`src/rtl/conv_mac_engine.sv`:
```
// Multi-cycle signed convolution MAC: LANES multipliers per cycle, bias, optional ReLU, saturation.
// Ports: clk, rst_n, in_valid/in_ready + data/weight/bias/relu_en in, out_valid/out_ready + result out, busy.
module conv_mac_engine #(
  parameter int BITWIDTH     = 8,
  parameter int DATACHANNEL  = 1,
  parameter int FILTERHEIGHT = 5,
  parameter int FILTERWIDTH  = 5,
  parameter int LANES        = 5
) (
  input  logic clk,
  input  logic rst_n,
  input  logic in_valid,
  output logic in_ready,
  input  logic [BITWIDTH*DATACHANNEL*FILTERHEIGHT*FILTERWIDTH-1:0] data,
  input  logic [BITWIDTH*DATACHANNEL*FILTERHEIGHT*FILTERWIDTH-1:0] weight,
  input  logic [BITWIDTH-1:0] bias,
  input  logic relu_en,
  output logic out_valid,
  input  logic out_ready,
  output logic [2*BITWIDTH-1:0] result,
  output logic busy
);

  localparam int N    = DATACHANNEL * FILTERHEIGHT * FILTERWIDTH;
  localparam int P    = (N + LANES - 1) / LANES;
  localparam int PW   = P * LANES;
  localparam int OW   = 2 * BITWIDTH;
  localparam int ACCW = OW + $clog2(N) + 1;
  localparam int CW   = (P > 1) ? $clog2(P) : 1;
  localparam int XW   = ACCW - OW;

  localparam logic [CW-1:0] LAST = CW'(P - 1);

  localparam logic signed [ACCW-1:0] SMAX =
    {{(XW + 1){1'b0}}, {(OW - 1){1'b1}}};
  localparam logic signed [ACCW-1:0] SMIN =
    {{(XW + 1){1'b1}}, {(OW - 1){1'b0}}};

  typedef enum logic [1:0] {
    IDLE = 2'd0,
    MAC  = 2'd1,
    FIN  = 2'd2,
    DONE = 2'd3
  } state_t;

  state_t state;

  // Window is padded to P*LANES elements and shifted down by LANES
  // elements per pass, so the lanes always read the bottom slots and
  // padding lanes see zeros.
  logic [BITWIDTH*PW-1:0] data_q;
  logic [BITWIDTH*PW-1:0] weight_q;
  logic [BITWIDTH-1:0]    bias_q;
  logic                   relu_q;
  logic signed [ACCW-1:0] acc;
  logic [CW-1:0]          pass;

  logic signed [ACCW-1:0]     lane_sum;
  logic signed [BITWIDTH-1:0] dl;
  logic signed [BITWIDTH-1:0] wl;
  logic signed [OW-1:0]       prod;

  always_comb begin
    lane_sum = '0;
    dl       = '0;
    wl       = '0;
    prod     = '0;
    for (int j = 0; j < LANES; j++) begin
      dl       = data_q[j*BITWIDTH +: BITWIDTH];
      wl       = weight_q[j*BITWIDTH +: BITWIDTH];
      prod     = dl * wl;
      lane_sum = lane_sum + {{XW{prod[OW-1]}}, prod};
    end
  end

  logic signed [ACCW-1:0] fin_val;
  logic [OW-1:0]          sat_val;

  always_comb begin
    fin_val = acc + {{(ACCW-BITWIDTH){bias_q[BITWIDTH-1]}}, bias_q};
    if (relu_q && fin_val[ACCW-1]) begin
      fin_val = '0;
    end
    if (fin_val > SMAX) begin
      sat_val = SMAX[OW-1:0];
    end else if (fin_val < SMIN) begin
      sat_val = SMIN[OW-1:0];
    end else begin
      sat_val = fin_val[OW-1:0];
    end
  end

  always_ff @(posedge clk or negedge rst_n) begin
    if (!rst_n) begin
      state     <= IDLE;
      data_q    <= '0;
      weight_q  <= '0;
      bias_q    <= '0;
      relu_q    <= 1'b0;
      acc       <= '0;
      pass      <= '0;
      result    <= '0;
      out_valid <= 1'b0;
    end else begin
      unique case (state)
        IDLE: begin
          if (in_valid) begin
            data_q   <= (BITWIDTH*PW)'(data);
            weight_q <= (BITWIDTH*PW)'(weight);
            bias_q   <= bias;
            relu_q   <= relu_en;
            acc      <= '0;
            pass     <= '0;
            state    <= MAC;
          end
        end
        MAC: begin
          acc      <= acc + lane_sum;
          data_q   <= data_q >> (BITWIDTH * LANES);
          weight_q <= weight_q >> (BITWIDTH * LANES);
          pass     <= pass + 1'b1;
          if (pass == LAST) begin
            state <= FIN;
          end
        end
        FIN: begin
          result    <= sat_val;
          out_valid <= 1'b1;
          state     <= DONE;
        end
        DONE: begin
          if (out_ready) begin
            out_valid <= 1'b0;
            state     <= IDLE;
          end
        end
        default: state <= IDLE;
      endcase
    end
  end

  assign in_ready = (state == IDLE);
  assign busy     = (state == MAC) || (state == DONE);

endmodule

```
`config.mk`:
```
export PLATFORM = sky130hd
export DESIGN_NAME = conv_mac_engine
export DESIGN_NICKNAME = d
export VERILOG_FILES = /design/src/rtl/conv_mac_engine.sv
export SDC_FILE = /design/constraint.sdc
export NUM_CORES = 2
export LEC_CHECK = 0
export ABC_AREA = 0
export CAP_MARGIN = 30
export CORE_UTILIZATION = 52
export CTS_CLUSTER_SIZE = 20
export DETAILED_ROUTE_END_ITERATION = 6
export PLACE_DENSITY = 0.78
export SLEW_MARGIN = 20
export SYNTH_ARGS = -nofsm -noshare
export SYNTH_HDL_FRONTEND = slang
export SYNTH_SLANG_ARGS = --single-unit
```
`constraint.sdc`:
```
create_clock -name clk -period 8 [get_ports clk]
set_clock_uncertainty 0.15 [all_clocks]
set_input_delay 0.8 -clock clk [delete_from_list [all_inputs] [get_ports clk]]
set_output_delay 0.8 -clock clk [all_outputs]
set_load 0.02 [all_outputs]
```
Yosys cells after proc, flatten, opt, wreduce, memory -nomap -nowiden
Index checks and enable logic that the tools add are counted.

Register bits: 453. Latch bits: 0. Memory bits (writable): 0. Bits in read-only memories: 0. Input bits: 413. Logic and storage cells: 56. Memories kept: 0.

$add $sub $neg: 7. Multipliers: 5. Div/mod/pow operators: 0. Magnitude comparators: 2. Equality and inequality tests: 7. Shift-type cells: 0. Muxes and demuxes: 17. Bitwise operators: 0. Reductions and logical operators: 9.

Operators by type and width (number): $pmux W200 S2 (2); $mux W200 (2); $mul A8 B8 Y16 (5); $mux W22 (2); $pmux W22 S2 (1); $mux W16 (2); $add A22 B20 Y22 (1); $add A22 B22 Y22 (1); $gt A22 B16 Y1 const B (1); $lt A22 B16 Y1 const B (1); $add A19 B16 Y20 (1); $add A18 B16 Y19 (1); $add A17 B16 Y18 (1); $add A16 B16 Y17 (1); $pmux W2 S4 (1); $mux W2 (3); $ne A2 B2 Y1 const B (3); $pmux W3 S2 (1); $reduce_and A2 Y1 (3); $eq A2 B2 Y1 const B (2); $reduce_bool A2 Y1 (2); $add A3 B1 Y3 const B (1); $eq A3 B3 Y1 const B (1); $mux W3 (1); other kinds (7) (7).

Longest topological paths before layout
Depth in word-level cells: 7. Mapped depth: 28. Depth with buffers taken out: 27.

Worst setup path after synthesis
No wires, ideal clock.

Path kind: register to register. Start: register data_q[39]. End: register acc[18]. Setup time: 0.133 ns. Arrival: 7.276 ns. Data required time: 7.717 ns. Slack: 0.441 ns. Stages on the path, launching flop included: 26. Buffers on the path: 1. Clock period less this slack: 7.559 ns. Path through: dfrtp_1 -> clkbuf_1 -> and2_1 -> inv_1 -> fa_1 -> inv_1 -> fa_1 -> inv_1 -> fa_1 -> fa_1 -> fa_1 -> inv_1 -> fa_1 -> fa_1 -> fa_1 -> fa_1 -> ha_1 -> a21o_1 -> a21oi_1 -> o21ai_0 -> a211oi_1 -> o21ai_0 -> a31o_2 -> a21oi_1 -> xor2_1 -> o21ai_0.

Longest elaborated chain between the ends: 4.

Ends and longest elaborated chain: start: declaration (line 51) `logic [BITWIDTH*PW-1:0] data_q;`; start signal: assignment (line 108) `data_q <= (BITWIDTH*PW)'(data);`; start signal: assignment (line 119) `data_q <= data_q >> (BITWIDTH * LANES);`; $mul A8 B8 Y16 (line 71) `prod = dl * wl;`; $add A19 B16 Y20 (line 72) `lane_sum = lane_sum + {{XW{prod[OW-1]}}, prod};`; $add A22 B20 Y22 (line 118) `acc <= acc + lane_sum;`; $pmux W22 S2 (line 105) `unique case (state)`; end signal: assignment (line 118); end: declaration (line 55) `logic signed [ACCW-1:0] acc;`.

No other way between the ends. A chain may end at the register's enable or synchronous reset.

Final worst setup path
Start: register data_q[31]. End: register acc[21].

Longest elaborated chain between the ends: 5.

Ends and longest elaborated chain (line): $mul A8 B8 Y16 (71); $add A18 B16 Y19 (72); $add A19 B16 Y20 (72); $add A22 B20 Y22 (118); $pmux W22 S2 (105).

No other way between the ends.

==> metrics.md <==
| Metric | Value |
|---|---|
| Nets | roughly 5k |
| Routability Congestion | roughly 0.97 |
| Proportion of synthesized area in mux cells | 8.00% |
| Worst path cell trace | nand2_1 -> fa_1 -> buf_4 -> fa_1 -> fa_1 -> inv_1 -> fa_1 -> fa_1 -> fa_1 -> fa_1 -> fa_1 -> inv_1 -> fa_1 -> inv_1 -> ha_1 -> nand2_1 -> a2111o_1 -> nand3_1 -> nand3_1 -> a311oi_2 -> nor3_1 -> nand3b_1 |
| Clk pin slew, worst setup/hold paths | about 60 ps |
| Status | finished clean |
| Share of cells above drive strength 1 | under 10% |
| Tcrit/Tclk final | approximately 96% |
| FF-to-FF End | acc[21]$_DFFE_PN0P_ |
| Initial cell density of the core | between 50% and 60% |
| R2r setup slk | 300 ps |
| CTS Buffer Depth | 3 |
| Initial antenna violation count | 20 |
| Yosys Warn Count | 0 |
| Site Rows | 96 |
| Class of the worst hold path | in -> async |
| Core Region | 68600 um^2 |
| Synth cell types | between 60 and 70 |
| Critical path's most frequent cell | fa_1 |
| Total GRT Usage | 29.0% |
| Residual DRC | 0 |
| Crit start category | flip-flop |
| Reg2reg start | data_q[31]$_DFFE_PN0P_ |
| Total iterations of the first detailed-routing run | 5 |
| Max-slew violations | 0 |
| H-tree Lvls | 2 |
| CTS tree | yes |
| Vias in the first global route | between 20k and 30k |
| Clock root buffer | clkbuf_16 |
| Max-slew headroom | around 29% |
| Synthesized-area fraction occupied by and/or/nand/nor cells | a little under a tenth |
| Share of flip-flops with an asynchronous set or reset | 100% |
| Arrival time at the worst endpoint | roughly 8000 ps |
| Gr ovfl total | 0 |
| Most common library cell in the layout ignoring fill and taps | inv_1 |
| Largest net degree at the start of global routing | roughly 250 |
| Area Growth Syn to Fin | 19.4% |
| Worst slew pin tran | 1070 ps |
| Worst EP required | 8340 ps |
| Flops & latches, synth | 453 |
| Syn Nets | approximately 4.6k |
| Buffers on Ports | 431 |
| Die X | about 270 um |
| Final hold violations | 0 |
| Critical Path Sink Type | flip-flop |
| Final TNS setup | 0 ps |
| Syn_area_per_cell | 10.2 um^2 |
| Die area | about 70000 um^2 |
| Routed WL | around 100000 um |
| # IOs | 432 |
| WP buf/inv | 4 |
| Final setup fails | 0 |
| Xor/xnor share of the synthesized area | 1.16% |
| First-pass GRT wire length | 155000 um |
| HPWL after detailed placement | ~80000 um |
| Chip height | ~270 um |
| Adder-cell share of the synthesized area | about a third |
| Most frequent cells in the layout | inv_1 (521), fa_1 (465), dfrtp_1 (436) |
| Post-synthesis compound-gate area fraction | a little over a tenth |
| Cells after synthesis | between 3k and 4k |
| Crit path max fanout | 10 |
| Wire length per cell | roughly 21 um |
| Clk sinks | around 450 |
| Main combinational cell family by area after synthesis | adder cells |
| Number of synthesized flops with an enable pin | 0 |
| MaxCap Viol Count | 0 |
| Num CTS Buffers | 50 |
| RSZ-0062 raised after global routing | false |
| Worst setup path class | reg -> reg |
| Max Freq | roughly 0.13 GHz |
| Fin crit period | roughly 7700 ps |
| Routed vias | between 20k and 30k |
| Slowest stage cell, crit path | fa_1 |
| Mapped cell area | 36000 um^2 |
| DR vias/cell | 5.38 |
| Initial DRC count | about 1.8k |
| FILL cells | between 5k and 6k |
| Post-synthesis sequential area ratio | about a third |
| Reg2Reg Depth | 22 |
| Final ANT Viol Nets | 0 |
| Latest clock arrival within the worst-skew pair | ~620 ps |
| CP max stage delay | approximately 630 ps |
| Cell family with most CP delay | adder cells |
| Main synth FF type | dfrtp_1 |
==> repair_timing <==
item | in CTS | in global routing
gates resized for setup | 0 | 26
buffers inserted | 0 | 2
hold buffers | 0 | 0
endpoints found under the setup margin | 0 | 4
==> flip-flops by register name, summed over array words and instances, names as in the netlist <==
register   cells
relu_q         1
weight_q     200
state          2
result        16
bias_q         8
acc           22
pass           3
data_q       200
out_valid      1
==> routing by layer <==
metal | global-route usage (%) | up-vias | wire (um)
met5 | 0 | - | 115
met4 | 12.0 | 18 | 4280
met3 | 7.64 | 182 | 7610
met2 | 47.2 | 786 | 48400
met1 | 36.8 | 13000 | 39900
li1 | - | 12000 | -
==> logic make-up (layout without fill, tap and decap cells) <==
family          count (synthesis)  count (layout)
compound gates                631             631
xor+xnor                       47              47
fa+ha+maj                     634             634
buf+inv                       721            1097
flops                         453             453
mux                           287             287
other cells                     0              12
simple gates                  748             748
==> worst max-delay path by stage <==
stage | slack (ps) | depth (start not counted) | end | startpoint
finish | 300 | 22 | acc[21]$_DFFE_PN0P_ | data_q[31]$_DFFE_PN0P_
global route | 5 | 24 | acc[21]$_DFFE_PN0P_ | weight_q[32]$_DFFE_PN0P_
CTS | 150 | 23 | acc[21]$_DFFE_PN0P_ | data_q[23]$_DFFE_PN0P_
detailed placement | 210 | 25 | acc[18]$_DFFE_PN0P_ | weight_q[0]$_DFFE_PN0P_
global placement | 210 | 25 | acc[18]$_DFFE_PN0P_ | weight_q[0]$_DFFE_PN0P_
floorplan | 440 | 25 | acc[18]$_DFFE_PN0P_ | data_q[39]$_DFFE_PN0P_
==> worst reg2reg max path, delay by kind of cell, from the launching register on <==
kind | cells | cell delay (ps)
adders and majority gates | 10 | 4950
and+or+nand+nor | 6 | 870
AOI/OAI and AO/OA | 2 | 800
DFF | 1 | 510
buffers and inverters | 4 | 290
==> cell usage after synthesis, types with 22 or more instances <==
master	number	area, um^2
mux2i_1	278	2780
xnor2_1	36	315
o21ai_0	321	1610
nand3_1	22	110
inv_1	522	1960
nor2_1	55	206
dfrtp_1	453	11300
fa_1	466	9330
nand2_1	428	1610
nand2b_1	22	138
ha_1	168	2100
a21oi_1	69	345
clkbuf_1	178	668
o22ai_1	89	557
a22o_1	88	771
and2_1	181	1130
==> through the flow <==
step                hold slack (ps)  setup WS (ps)  util [%]  instance area [um^2]  instances
floorplan                       300            441         -                 36000       3521
global placement                310            206      60.1                 41200       4732
detailed placement              320            211      60.1                 41200       4732
CTS                             131            153      62.6                 42900       4824
global route                    155           4.90      62.7                 43000       4836
finish                         88.5            302      62.7                 43000       4840
==> area by class of cell <==
cell class | instances | area [um^2] | share of cell area (%)
Inverter | 524 | 1970 | 4.59
Clock buffer | 71 | 1460 | 3.40
Multi-Input combinational cell | 2347 | 22000 | 51.2
Timing Repair Buffer | 481 | 4770 | 11.1
Sequential cell | 453 | 11400 | 26.4
Tap cell | 931 | 1160 | 2.71
Antenna cell | 12 | 30.0 | 0.0698
Clock inverter | 21 | 244 | 0.567
Power is left out: the tool's default activity adds up to more than one toggle a clock period on the data nets, which glitch-free logic cannot reach.
